$ cat config.mk
export PLATFORM = sky130hd
export DESIGN_NAME = decoder_param_seq
export DESIGN_NICKNAME = d
export VERILOG_FILES = /design/src/rtl/decoder_param_seq.sv
export SDC_FILE = /design/constraint.sdc
export NUM_CORES = 1
export LEC_CHECK = 0
export BUFFER_PORTS_ARGS = -buffer_cell sky130_fd_sc_hd__buf_2
export CAP_MARGIN = 25
export CORE_AREA = 2 2 46 48
export DETAILED_ROUTE_END_ITERATION = 7
export DIE_AREA = 0 0 48 50
export GPL_TIMING_DRIVEN = 0
export HOLD_SLACK_MARGIN = 0.05
export PLACE_DENSITY = 0.8
export SYNTH_ARGS = -nofsm -noshare
export SYNTH_HDL_FRONTEND = slang
export SYNTH_SLANG_ARGS = --single-unit
$ cat constraint.sdc
create_clock -name clk -period 1.8 [get_ports clk]
set_input_delay 0.54 -clock clk [delete_from_list [all_inputs] [get_ports clk]]
set_output_delay 0.54 -clock clk [all_outputs]
set_load 0.02 [all_outputs]
$ cat src/rtl/decoder_param_seq.sv
// Registered one-hot / thermometer / scan decoder with a valid/ready request port and a valid/ready beat port.
// A scan request streams one-hot beats from position I up to W-1, one per delivery.
module decoder_param_seq #(
    parameter  int N = 3,
    localparam int W = 2**N
) (
    input  logic         clk,
    input  logic         rst_n,
    input  logic [N-1:0] I,
    input  logic         en,
    input  logic [1:0]   mode,
    input  logic         in_valid,
    output logic         in_ready,
    output logic [W-1:0] d,
    output logic         out_valid,
    input  logic         out_ready,
    output logic         busy
);

    // Handshake: a request transfers on a rising edge with in_valid && in_ready;
    // a beat transfers on a rising edge with out_valid && out_ready. in_ready never
    // depends on in_valid, and d/out_valid hold while out_valid && !out_ready.

    typedef enum logic {
        IDLE = 1'b0,
        SCAN = 1'b1
    } state_t;

    localparam logic [N-1:0] LAST_POS = N'(W - 1);

    state_t       r_state, w_state_nxt;
    logic [N-1:0] r_pos, w_pos_nxt;
    logic [W-1:0] r_d, w_d_nxt;
    logic         r_out_valid, w_out_valid_nxt;

    logic         w_accept;
    logic         w_deliver;
    logic [N-1:0] w_pos_inc;
    logic [W-1:0] w_therm;
    logic [W-1:0] w_decoded;

    assign in_ready  = (r_state == IDLE) && (!r_out_valid || out_ready);
    assign w_accept  = in_valid && in_ready;
    assign w_deliver = r_out_valid && out_ready;
    assign w_pos_inc = r_pos + 1'b1;

    assign d         = r_d;
    assign out_valid = r_out_valid;
    assign busy      = (r_state == SCAN);

    always_comb begin
        w_therm = '0;
        for (int k = 0; k < W; k++) begin
            w_therm[k] = (k <= int'(I));
        end
    end

    // Disabled and reserved requests still produce a (zero) beat.
    always_comb begin
        w_decoded = '0;
        if (en) begin
            case (mode)
                2'b00:   w_decoded = W'(1) << I;
                2'b01:   w_decoded = w_therm;
                2'b10:   w_decoded = W'(1) << I;
                default: w_decoded = '0;
            endcase
        end
    end

    // The final scan beat is presented from IDLE, so busy covers only the beats
    // that still have successors and a new request can be taken as it drains.
    always_comb begin
        w_state_nxt     = r_state;
        w_pos_nxt       = r_pos;
        w_d_nxt         = r_d;
        w_out_valid_nxt = r_out_valid;
        case (r_state)
            IDLE: begin
                if (w_accept) begin
                    w_d_nxt         = w_decoded;
                    w_out_valid_nxt = 1'b1;
                    if (en && (mode == 2'b10) && (I != LAST_POS)) begin
                        w_state_nxt = SCAN;
                        w_pos_nxt   = I;
                    end
                end else if (w_deliver) begin
                    w_out_valid_nxt = 1'b0;
                end
            end
            SCAN: begin
                if (w_deliver) begin
                    w_pos_nxt = w_pos_inc;
                    w_d_nxt   = W'(1) << w_pos_inc;
                    if (w_pos_inc == LAST_POS) begin
                        w_state_nxt = IDLE;
                    end
                end
            end
            default: w_state_nxt = IDLE;
        endcase
    end

    always_ff @(posedge clk or negedge rst_n) begin
        if (!rst_n) begin
            r_state     <= IDLE;
            r_pos       <= '0;
            r_d         <= '0;
            r_out_valid <= 1'b0;
        end else begin
            r_state     <= w_state_nxt;
            r_pos       <= w_pos_nxt;
            r_d         <= w_d_nxt;
            r_out_valid <= w_out_valid_nxt;
        end
    end

endmodule

== Yosys cells after proc, flatten, opt, wreduce, memory -nomap -nowiden ==
Cells that the tools add are included.

* Bits in registers: 13
* Bits of input ports: 10
* Logic and storage cells: 51

* Add/sub/neg operators: 1
* Order comparisons: 7
* Equality and inequality tests: 7
* Shifts and indexed selects: 2
* Multiplexer cells: 16
* Bitwise operators: 1
* Reductions and logical operators: 13

{| class="wikitable"
|+ Operators with widths
! operator !! count
|-
| $pmux W8 S2 || 2
|-
| $mux W8 || 3
|-
| $shl A1 B3 Y8 const A || 2
|-
| $le A3 B3 Y1 const A || 4
|-
| $mux W3 || 3
|-
| $le A2 B3 Y1 const A || 2
|-
| $mux W1 || 6
|-
| $pmux W3 S2 || 1
|-
| $logic_and A1 B1 Y1 || 5
|-
| $ne A2 B1 Y1 const B || 2
|-
| $reduce_and A2 Y1 || 2
|-
| $add A3 B1 Y3 const B || 1
|-
| $eq A3 B3 Y1 const B || 1
|-
| $le A1 B3 Y1 const A || 1
|-
| $ne A3 B3 Y1 const B || 1
|-
| $reduce_and A3 Y1 || 1
|-
| $eq A2 B1 Y1 const B || 1
|-
| $eq A2 B2 Y1 const B || 1
|-
| $logic_not A2 Y1 || 1
|-
| $ne A2 B2 Y1 const B || 1
|-
| $pmux W1 S2 || 1
|-
| $reduce_bool A2 Y1 || 1
|-
| $reduce_or A2 Y1 || 1
|-
| $logic_not A1 Y1 || 1
|-
| other kinds (2) || 2
|}

== Logic depth before layout (Yosys ltp) ==
Gate-level depths: netlist of run 1.

* Depth after elaboration: 6
* Depth in mapped cells: 5

== Worst setup path before layout of run 1 ==
OpenSTA, ideal clock, no wires.

* Path type: register to output
* From: reg r_out_valid, in the netlist out_valid
* To: out in_ready
* Data arrival time: 1.044 ns
* Required time: 1.260 ns
* Path slack: 0.216 ns
* Stages on the path, launching flop included: 3
* Path buffers: 0
* Path through: dfrtp_1 -> and2b_1 -> nor2_1

* Cells in the longest elaborated chain, start to end: 3

{| class="wikitable"
|+ Ends and longest elaborated chain
! item !! RTL line !! RTL
|-
| start: declaration || 34 || <nowiki>logic r_out_valid, w_out_valid_nxt;</nowiki>
|-
| start signal: assignment || 114 || <nowiki>r_out_valid <= w_out_valid_nxt;</nowiki>
|-
| $logic_not A1 Y1 || 42 || <nowiki>assign in_ready = (r_state == IDLE) && (!r_out_valid || out_ready);</nowiki>
|-
| $logic_or A1 B1 Y1 || 42 ||
|-
| $logic_and A1 B1 Y1 || 42 ||
|-
| end: declaration || 13 || <nowiki>output logic in_ready,</nowiki>
|}

No other way between the ends.

== Final worst setup path of run 1 ==
Same ends and word-level chain as after synthesis.

==> summary.txt, run 1 <==
Critical path
  • Startpoint Class: flop
  • CP Data Required Time: between 1 and 1.5 ns
  • WP data arrival: 1.21 ns
  • CP Capture Type: output pin
  • CP Cell Sequence: and2b_1 -> nor2_2 -> buf_4
  • RR Endpoint: d[3]$_DFFE_PN0P_
  • CP Class: reg -> out
  • FF-to-FF Start: r_pos[0]$_DFFE_PN0P_
  • CP max stage cell: dfrtp_2
  • Worst Path Max Fanout: 7
  • R2R depth: 5
  • Reg2Reg Setup Slack: around 0.17 ns
  • Slowest stage delay, CP: 0.45 ns

Clock network
  • Clock latency at the later pin of the worst-skew pair: 0.28 ns
  • Clock tree buffer depth: 2
  • H-tree levels: 1
  • Root Buffer: clkbuf_4
  • Reg clk slew, reported paths: ~0.080 ns
  • Sinks on Clock Net: 13
  • TritonCTS buffer count: 3
  • TritonCTS clock tree: built

Outcome
  • Status: completed

Logic synthesis
  • Synth area leader: dfrtp_1
  • Register area share after synthesis: 33.5%
  • Synthesized instance count: roughly 100
  • Largest cells by area after synthesis: dfrtp_1 33%, ha_1 7.7%, nand2_1 4.6%, o21ai_0 4.1%, o2bb2a_4 4.1%
  • Syn. warnings: 0
  • Synth Register Bits: 13
  • Post-synth design cell area: 972 um^2
  • Area fraction of the dominant cell type after synthesis: 33.5%
  • Count of cell types in the netlist: 40
  • Ys async rst share: 100%
  • Post-synth net total: between 100 and 150
  • Post-synth EDFFs: 0
  • Top FF cell, synth: dfrtp_1
  • Syn_area_per_cell: 9.82 um^2

Power
  • PD cells: ~1600 nW/um^2
  • Worst IR Drop VDD: 0.000974 V
  • P_leak: 0.546 nW

GRT
  • Initial antenna violation count: 0
  • GRT Total Usage: 20.0%
  • First-pass GRT wire length: between 3000 and 4000 um
  • Vias in the first global route: 778
  • Remaining Overflow, GRT: 0
  • Maximum number of pins on one net before global-route repair: 14

Timing
  • Fin crit period: about 1.7 ns
  • Slew HR: 74.9%
  • Total negative slack: 0 ns
  • Worst Clk Skew: slightly below 0.004 ns
  • Final worst slack: 0.0534 ns
  • Fmax: 0.573 GHz
  • Fin crit share: a little over nine tenths
  • Final hold viol count: 0
  • Actual slew at the worst max-slew pin: 0.375 ns
  • Fin. max-slew vios: 0
  • Finish-stage setup viols: 0

Die
  • Row cnt: 16
  • Die area: 2400 um^2
  • Core Footprint: 1900 um^2
  • I/O pin cnt: 21
  • Die X: 48 um
  • Starting Density: roughly half
  • Die Y: 50 um

Cells and area
  • Final nets: 139
  • Share of post-route cells with drive strength above 1: 36.9%
  • Post-route cell area: approximately 1100 um^2
  • Total inserted antenna cells: 0
  • Final non-filler cell total: between 100 and 150
  • Util after Layout: 59.8%
  • Area delta synth->final: 17.0%

Route
  • Initial DRT Pass Iterations: 4
  • Avg Vias per Cell: 5.55
  • Residual DRC: 0
  • Final wirelength: 1990 um
  • Vias: 827
  • Antenna viol nets, final: 0
  • DR WL/cell: 13.3 um
  • DRT iter0 DRCs: 23

Placed design
  • Dpl cell area: approximately 1100 um^2
  • Post-Place Setup Slack: 0.112 ns
  • Final GP Congestion: 0.848
  • IO Port Bufs: 18
  • Inst Count DP: approximately 140
  • Post-DP HPWL: 1570 um

Run
  • MaxCap Viol Count: 0

Hold path
  • Hold WC Path Type: in -> async
[what timing repair did]
action / CTS / global route
hold buffers: 0 / 0
endpoints found under the setup margin: 1 / 1
setup buffers: 0 / 1
resized for setup: 3 / 1
[through the flow]
| step | hold WS, ns | total power (W) |
|---|---|---|
| after floorplan | 0.244 | 0.00131 |
| after global placement | 0.435 | 0.00154 |
| after detailed placement | 0.445 | 0.00158 |
| after CTS | 0.129 | 0.00178 |
| after global routing | 0.141 | 0.00194 |
| final | 0.120 | 0.00177 |
[state kept, by name, summed over array words and instances (netlist names)]
register	cells
busy	1
d	8
out_valid	1
r_pos	3
[report_power, final]
part	switching, W	leakage, nW	total (W)	internal, W
combinational	0.000605	0.370	0.00105	0.000445
sequential	0.000113	0.162	0.000537	0.000424
clock	0.0000989	0.0150	0.000185	0.0000862
total	0.000817	0.546	0.00177	0.000955
[how the worst max path moves through the flow]
stage	from	to	slack [ns]	cells past startpoint
floorplan	out_valid$_DFFE_PN0P_	in_ready	0.22	2
global placement	out_ready	in_ready	0.13	4
detailed placement	out_ready	in_ready	0.11	4
CTS	out_valid$_DFFE_PN0P_	in_ready	0.005	3
global route	out_valid$_DFFE_PN0P_	in_ready	-0.009	3
finish	out_valid$_DFFE_PN0P_	in_ready	0.05	3
[cells in the final DEF (no fill, tap or decap), types with 3 or more instances in the layout]
cell,n
nand2b_1,3
o21ai_0,8
dfrtp_1,11
a31oi_1,3
nand2_1,12
o21ai_1,3
ha_1,6
clkbuf_4,3
a21oi_1,5
buf_6,3
inv_1,4
buf_2,19
[cell usage after synthesis (2+ instances only)]
library cell	number
dfrtp_1	13
nand2_1	12
o21ai_0	8
ha_1	6
a21oi_1	5
inv_1	4
a31oi_1	3
buf_6	3
nand2b_1	3
o21ai_1	3
a32oi_1	2
and3_1	2
buf_2	2
nor2_1	2
nor3_1	2
o211a_1	2
o21ai_2	2
o2bb2a_4	2
o31ai_1	2
[final cells by class]
cell class                 instances  area [um^2]
tap                               27         33.8
inverter                           5         18.8
clock buffer                       4         26.3
sequential                        13          328
multi-input combinational         75          582
timing repair buffer              19          100
fill                             176          764
buffer                             6         48.8
[kinds of logic (layout without fill, tap and decap cells)]
family	count (synthesis)	after routing	share of synthesized area, %
AOI/OAI and AO/OA	35	35	28.7
adders and majority gates	6	6	7.72
buffers and inverters	11	34	6.95
DFF	13	13	33.5
muxes	2	2	2.19
and+or+nand+nor	32	32	21.0
[critical path: cells and delay by family, from the launching register on]
family	cells	cell delay (ns)
flip-flops	1	0.45
AND/OR/NAND/NOR	2	0.31
buffers and inverters	1	0.15
[metal layers]
layer  track usage [%]  share of wire (%)
met3              3.30                5.1
met5                 0                  0
met4              8.11                1.9
met2              33.6                 51
met1              24.1                 42
Power figures use the tool's default switching activity.
==> inputs of run 2 (changes only) <==
- GPL_TIMING_DRIVEN: 0 -> unset
==> run 2 against run 1 <==
Net effect:
- die area unchanged
- first-iteration DRC count decreased by 22%
- utilization fell by 1.2 points
- maximum frequency grew 1.4%
- sequential share of layout area is 0.62 points higher
==> summary.txt, run 2 (same netlist as run 1, synthesis figures left out) <==
Die
  • I/O pin cnt: 21
  • Row cnt: 16
  • Die X: 48 um
  • Starting Density: 51.1%
  • Core Footprint: 1900 um^2
  • Die Y: 50 um
  • Die area: 2400 um^2

Timing
  • Fin crit share: a little over nine tenths
  • Fmax: just under 0.6 GHz
  • Actual slew at the worst max-slew pin: 0.292 ns
  • Worst Clk Skew: 0.00897 ns
  • Slew HR: 80.6%
  • Final hold viol count: 0
  • Fin. max-slew vios: 0
  • Total negative slack: 0 ns
  • Finish-stage setup viols: 0
  • RSZ-0062 raised after global routing: false
  • Fin crit period: 1.72 ns

Placed design
  • Post-DP HPWL: 1490 um
  • IO Port Bufs: 20
  • Final GP Congestion: 0.863

Critical path
  • CP Capture Type: output pin
  • CP Data Required Time: 1.26 ns
  • Slowest stage delay, CP: ~0.44 ns
  • Bufs and invs on worst path: 1
  • WP data arrival: 1.18 ns
  • Crit-path leading delay family: flip-flops
  • CP max stage cell: dfrtp_2
  • Crit path depth: 3
  • R2R depth: 5
  • Startpoint Class: flop
  • CP Cell Sequence: and2b_1 -> nor2_2 -> buf_4
  • Worst Path Max Fanout: 4
  • CP Class: reg -> out

Route
  • DRT iter0 DRCs: 18
  • DR WL/cell: 13.2 um
  • Initial DRT Pass Iterations: 4
  • Final wirelength: approximately 1900 um
  • Antenna viol nets, final: 0
  • Vias: 795
  • Residual DRC: 0
  • Avg Vias per Cell: 5.41

Clock network
  • Clock tree buffer depth: 2
  • TritonCTS buffer count: 3
  • TritonCTS clock tree: built
  • Sinks on Clock Net: 13
  • Reg clk slew, reported paths: roughly 0.090 ns
  • H-tree levels: 1
  • Clock latency at the later pin of the worst-skew pair: 0.28 ns
  • Root Buffer: clkbuf_4

GRT
  • First-pass GRT wire length: 3440 um
  • Vias in the first global route: 746
  • Maximum number of pins on one net before global-route repair: 17
  • Initial antenna violation count: 0
  • GRT Total Usage: roughly 20%
  • Remaining Overflow, GRT: 0

Cells and area
  • Area delta synth->final: 14.5%
  • Util after Layout: 58.6%
  • Total inserted antenna cells: 0
  • Commonest non-fill, non-tap cells in the layout: 19 x buf_2, 12 x nand2_1, 11 x dfrtp_1
  • Share of post-route cells with drive strength above 1: 35.8%
  • Most common library cell in the layout ignoring fill and taps: buf_2
  • Max FFs per register: 8
  • Final nets: 137

Hold path
  • Hold WC Path Type: in -> async

Run
  • MaxCap Viol Count: 0

Power
  • P_leak: 0.533 nW
  • PD cells: about 1600 nW/um^2
  • Worst IR Drop VDD: around 0.0010 V

Outcome
  • Status: completed
run 2: cell count changes in the layout (fill, tap and decap cells not counted), sizes merged:
cell	change
buf	-1
clkbuf	-1
run 2: layer usage:
layer	vias to the layer above	global-route usage, %	share of wire (%)
li1	403	-	-
met1	368	28.3	45
met2	22	30.2	50
met3	2	3.30	4.3
met4	0	5.86	0.51
met5	-	0	0
run 2: power breakdown:
group | internal, W | leakage [nW] | switching, W
Clock | 0.0000858 | 0.0150 | 0.0000962
Combinational | 0.000433 | 0.357 | 0.000599
Sequential | 0.000423 | 0.162 | 0.000118
run 2: final timing paths:
check | startpoint | end | slack [ns]
hold reg to reg | d[6]$_DFFE_PN0P_ | d[6]$_DFFE_PN0P_ | 0.48
min in group clk | d[6]$_DFFE_PN0P_ | d[6]$_DFFE_PN0P_ | 0.48
setup reg to reg | r_pos[1]$_DFFE_PN0P_ | d[1]$_DFFE_PN0P_ | 0.26
max in group asynchronous | rst_n | busy$_DFF_PN0_ | 1.41
hold / removal | rst_n | d[4]$_DFFE_PN0P_ | 0.13
setup / recovery | out_valid$_DFFE_PN0P_ | in_ready | 0.08
run 2: final cells by class:
class                   instances  area, um^2
multi-input cells              75         582
clock buffers                   4        26.3
inverters                       5        18.8
repair buffers                 23         125
flip-flops and latches         13         328
fillers                       176         788
well taps                      27        33.8
run 2: timing repair:
item	in CTS	in global routing
gates resized for setup	3	1
pin swaps	0	0
hold buffers	0	0
cloned	0	0
setup buffers	0	1
setup endpoints to repair	1	1
run 2: metrics by stage:
step / setup slack (ns) / instance area (um^2) / std cells / total power, W / hold WS [ns]
2_1_floorplan: 0.216 / 972 / 99 / 0.00131 / 0.244
3_3_place_gp: 0.140 / 1070 / 142 / 0.00152 / 0.441
3_5_place_dp: 0.110 / 1070 / 142 / 0.00155 / 0.449
4_1_cts: 0.0107 / 1100 / 146 / 0.00175 / 0.140
5_1_grt: 0.0144 / 1110 / 147 / 0.00193 / 0.147
6_report: 0.0779 / 1110 / 147 / 0.00176 / 0.131
==> inputs of run 3 (changes only) <==
- REMOVE_ABC_BUFFERS: unset -> 1
==> run 3 against run 2 <==
Net effect:
- via count rose by 7.8%
- count of clock-buffer cells in the layout is the same
- first-iteration DRC count decreased by 17%
- critical path type unchanged
==> summary.txt, run 3 (same netlist as run 1, synthesis figures left out) <==
Outcome
  • Status: completed

Run
  • MaxCap Viol Count: 0

Placed design
  • Final GP Congestion: 0.798
  • Inst Count DP: 142
  • Post-DP HPWL: 1560 um
  • IO Port Bufs: 20

Route
  • Residual DRC: 0
  • Vias: about 860
  • Antenna viol nets, final: 0
  • DRT iter0 DRCs: 15
  • Initial DRT Pass Iterations: 4
  • Avg Vias per Cell: 5.83
  • Final wirelength: 2130 um
  • DR WL/cell: approximately 14 um

Clock network
  • TritonCTS buffer count: 3
  • Clock latency at the later pin of the worst-skew pair: 0.29 ns
  • CTS Hold Bufs: 0
  • TritonCTS clock tree: built
  • Reg clk slew, reported paths: approximately 0.09 ns
  • Sinks on Clock Net: 13
  • Root Buffer: clkbuf_4
  • Clock tree buffer depth: 2
  • H-tree levels: 1

Power
  • PD cells: 1600 nW/um^2
  • Clock power share: 10.7%
  • Sw Pwr: 0.000841 W
  • P_leak: 0.534 nW
  • Power Total: 0.00178 W
  • Internal power: 0.000939 W
  • Worst IR Drop VDD: around 0.00084 V
  • Switching Fraction: 47.2%
  • Logic pwr share: 59.7%
  • Sequential share of power: between 20 and 30%

Critical path
  • WP data arrival: approximately 1.2 ns
  • RR Endpoint: d[1]$_DFFE_PN0P_
  • CP max stage cell: dfrtp_2
  • CP Data Required Time: 1.26 ns
  • Bufs and invs on worst path: 1
  • Reg2Reg Setup Slack: between 0.15 and 0.2 ns
  • CP Capture Type: output pin
  • Startpoint Class: flop
  • FF-to-FF Start: r_pos[0]$_DFFE_PN0P_
  • Worst Path Max Fanout: 3
  • Crit-path leading delay family: flip-flops
  • R2R depth: 5
  • CP Class: reg -> out
  • Slowest stage delay, CP: 0.41 ns
  • CP Cell Sequence: and2b_1 -> nor2_2 -> buf_4

Cells and area
  • Commonest non-fill, non-tap cells in the layout: 19 x buf_2, 12 x nand2_1, 12 x dfrtp_1
  • Layout fillers: roughly 180
  • Area delta synth->final: 14.4%
  • Final non-filler cell total: 147
  • Share of post-route cells with drive strength above 1: 35.0%
  • Most common library cell in the layout ignoring fill and taps: buf_2
  • Util after Layout: 58.5%
  • Total inserted antenna cells: 0
  • Max FFs per register: 8
  • Final nets: 137

Timing
  • Fin crit period: between 1.5 and 2 ns
  • Fin crit share: 94.0%
  • Fin. max-slew vios: 0
  • Final hold viol count: 0
  • Fmax: 0.591 GHz
  • Actual slew at the worst max-slew pin: 0.497 ns
  • Slew HR: 66.8%
  • Finish-stage setup viols: 0
  • RSZ-0062 raised after global routing: false
  • Worst Clk Skew: 0.00590 ns
  • Total negative slack: 0 ns

GRT
  • GRT Total Usage: between 20 and 25%
  • First-pass GRT wire length: about 3600 um
  • Remaining Overflow, GRT: 0
  • Initial antenna violation count: 0
  • Maximum number of pins on one net before global-route repair: 14
  • Vias in the first global route: 830

Die
  • I/O pin cnt: 21
  • Row cnt: 16
  • Die Y: 50 um
  • Die area: 2400 um^2
  • Die X: ~48 um
  • Core Footprint: 1900 um^2
  • Starting Density: 51.1%

Hold path
  • Hold WC Path Type: in -> async
-- run 3: cell types whose count changed in the layout (fill, tap and decap cells not counted) --
cell and delta:
dfrtp_1 +1, dfrtp_2 -1
-- run 3: per-stage QoR --
step	hold WS [ns]	area (um^2)	setup slack, ns
floorplan	0.244	923	0.216
global placement	0.441	1070	0.141
finish	0.119	1110	0.108
detailed placement	0.447	1070	0.111
CTS	0.129	1110	0.0687
global route	0.145	1110	0.0436
-- run 3: worst max path at each step --
stage	start	end	slack [ns]	cells after the start
after CTS	out_valid$_DFFE_PN0P_	in_ready	0.07	3
after global routing	out_valid$_DFFE_PN0P_	in_ready	0.04	3
after floorplan	out_valid$_DFFE_PN0P_	in_ready	0.22	2
after global placement	out_ready	in_ready	0.14	4
after detailed placement	out_ready	in_ready	0.11	4
final	out_valid$_DFFE_PN0P_	in_ready	0.11	3
-- run 3: power groups by stage --
stage	Combinational, W	Clock (W)	Sequential, W
global route	0.00117	0.000212	0.000551
detailed placement	0.00101	0	0.000549
global placement	0.000980	0	0.000535
CTS	0.00106	0.000196	0.000526
floorplan	0.000577	0	0.000662
finish	0.00106	0.000190	0.000528
-- run 3: layout make-up --
type                            instances  area [um^2]  share of cell area [%]
Sequential cell                        13          327                    29.4
Inverter                                5         18.8                    1.69
Timing Repair Buffer                   23          125                    11.2
Tap cell                               27         33.8                    3.04
Clock buffer                            4         26.3                    2.36
Multi-Input combinational cell         75          582                    52.3
-- run 3: what timing repair did --
item	CTS	global route
resized for setup	2	1
endpoints found under the setup margin	1	1
buffers inserted	1	0
-- run 3: routing by layer --
| metal | GRT usage [%] | wire, um | part of all wire (%) |
|---|---|---|---|
| met5 | 0 | 0 | 0 |
| met3 | 6.23 | 108 | 5.1 |
| met1 | 25.1 | 889 | 42 |
| met4 | 12.6 | 80 | 3.8 |
| met2 | 33.1 | 1050 | 49 |
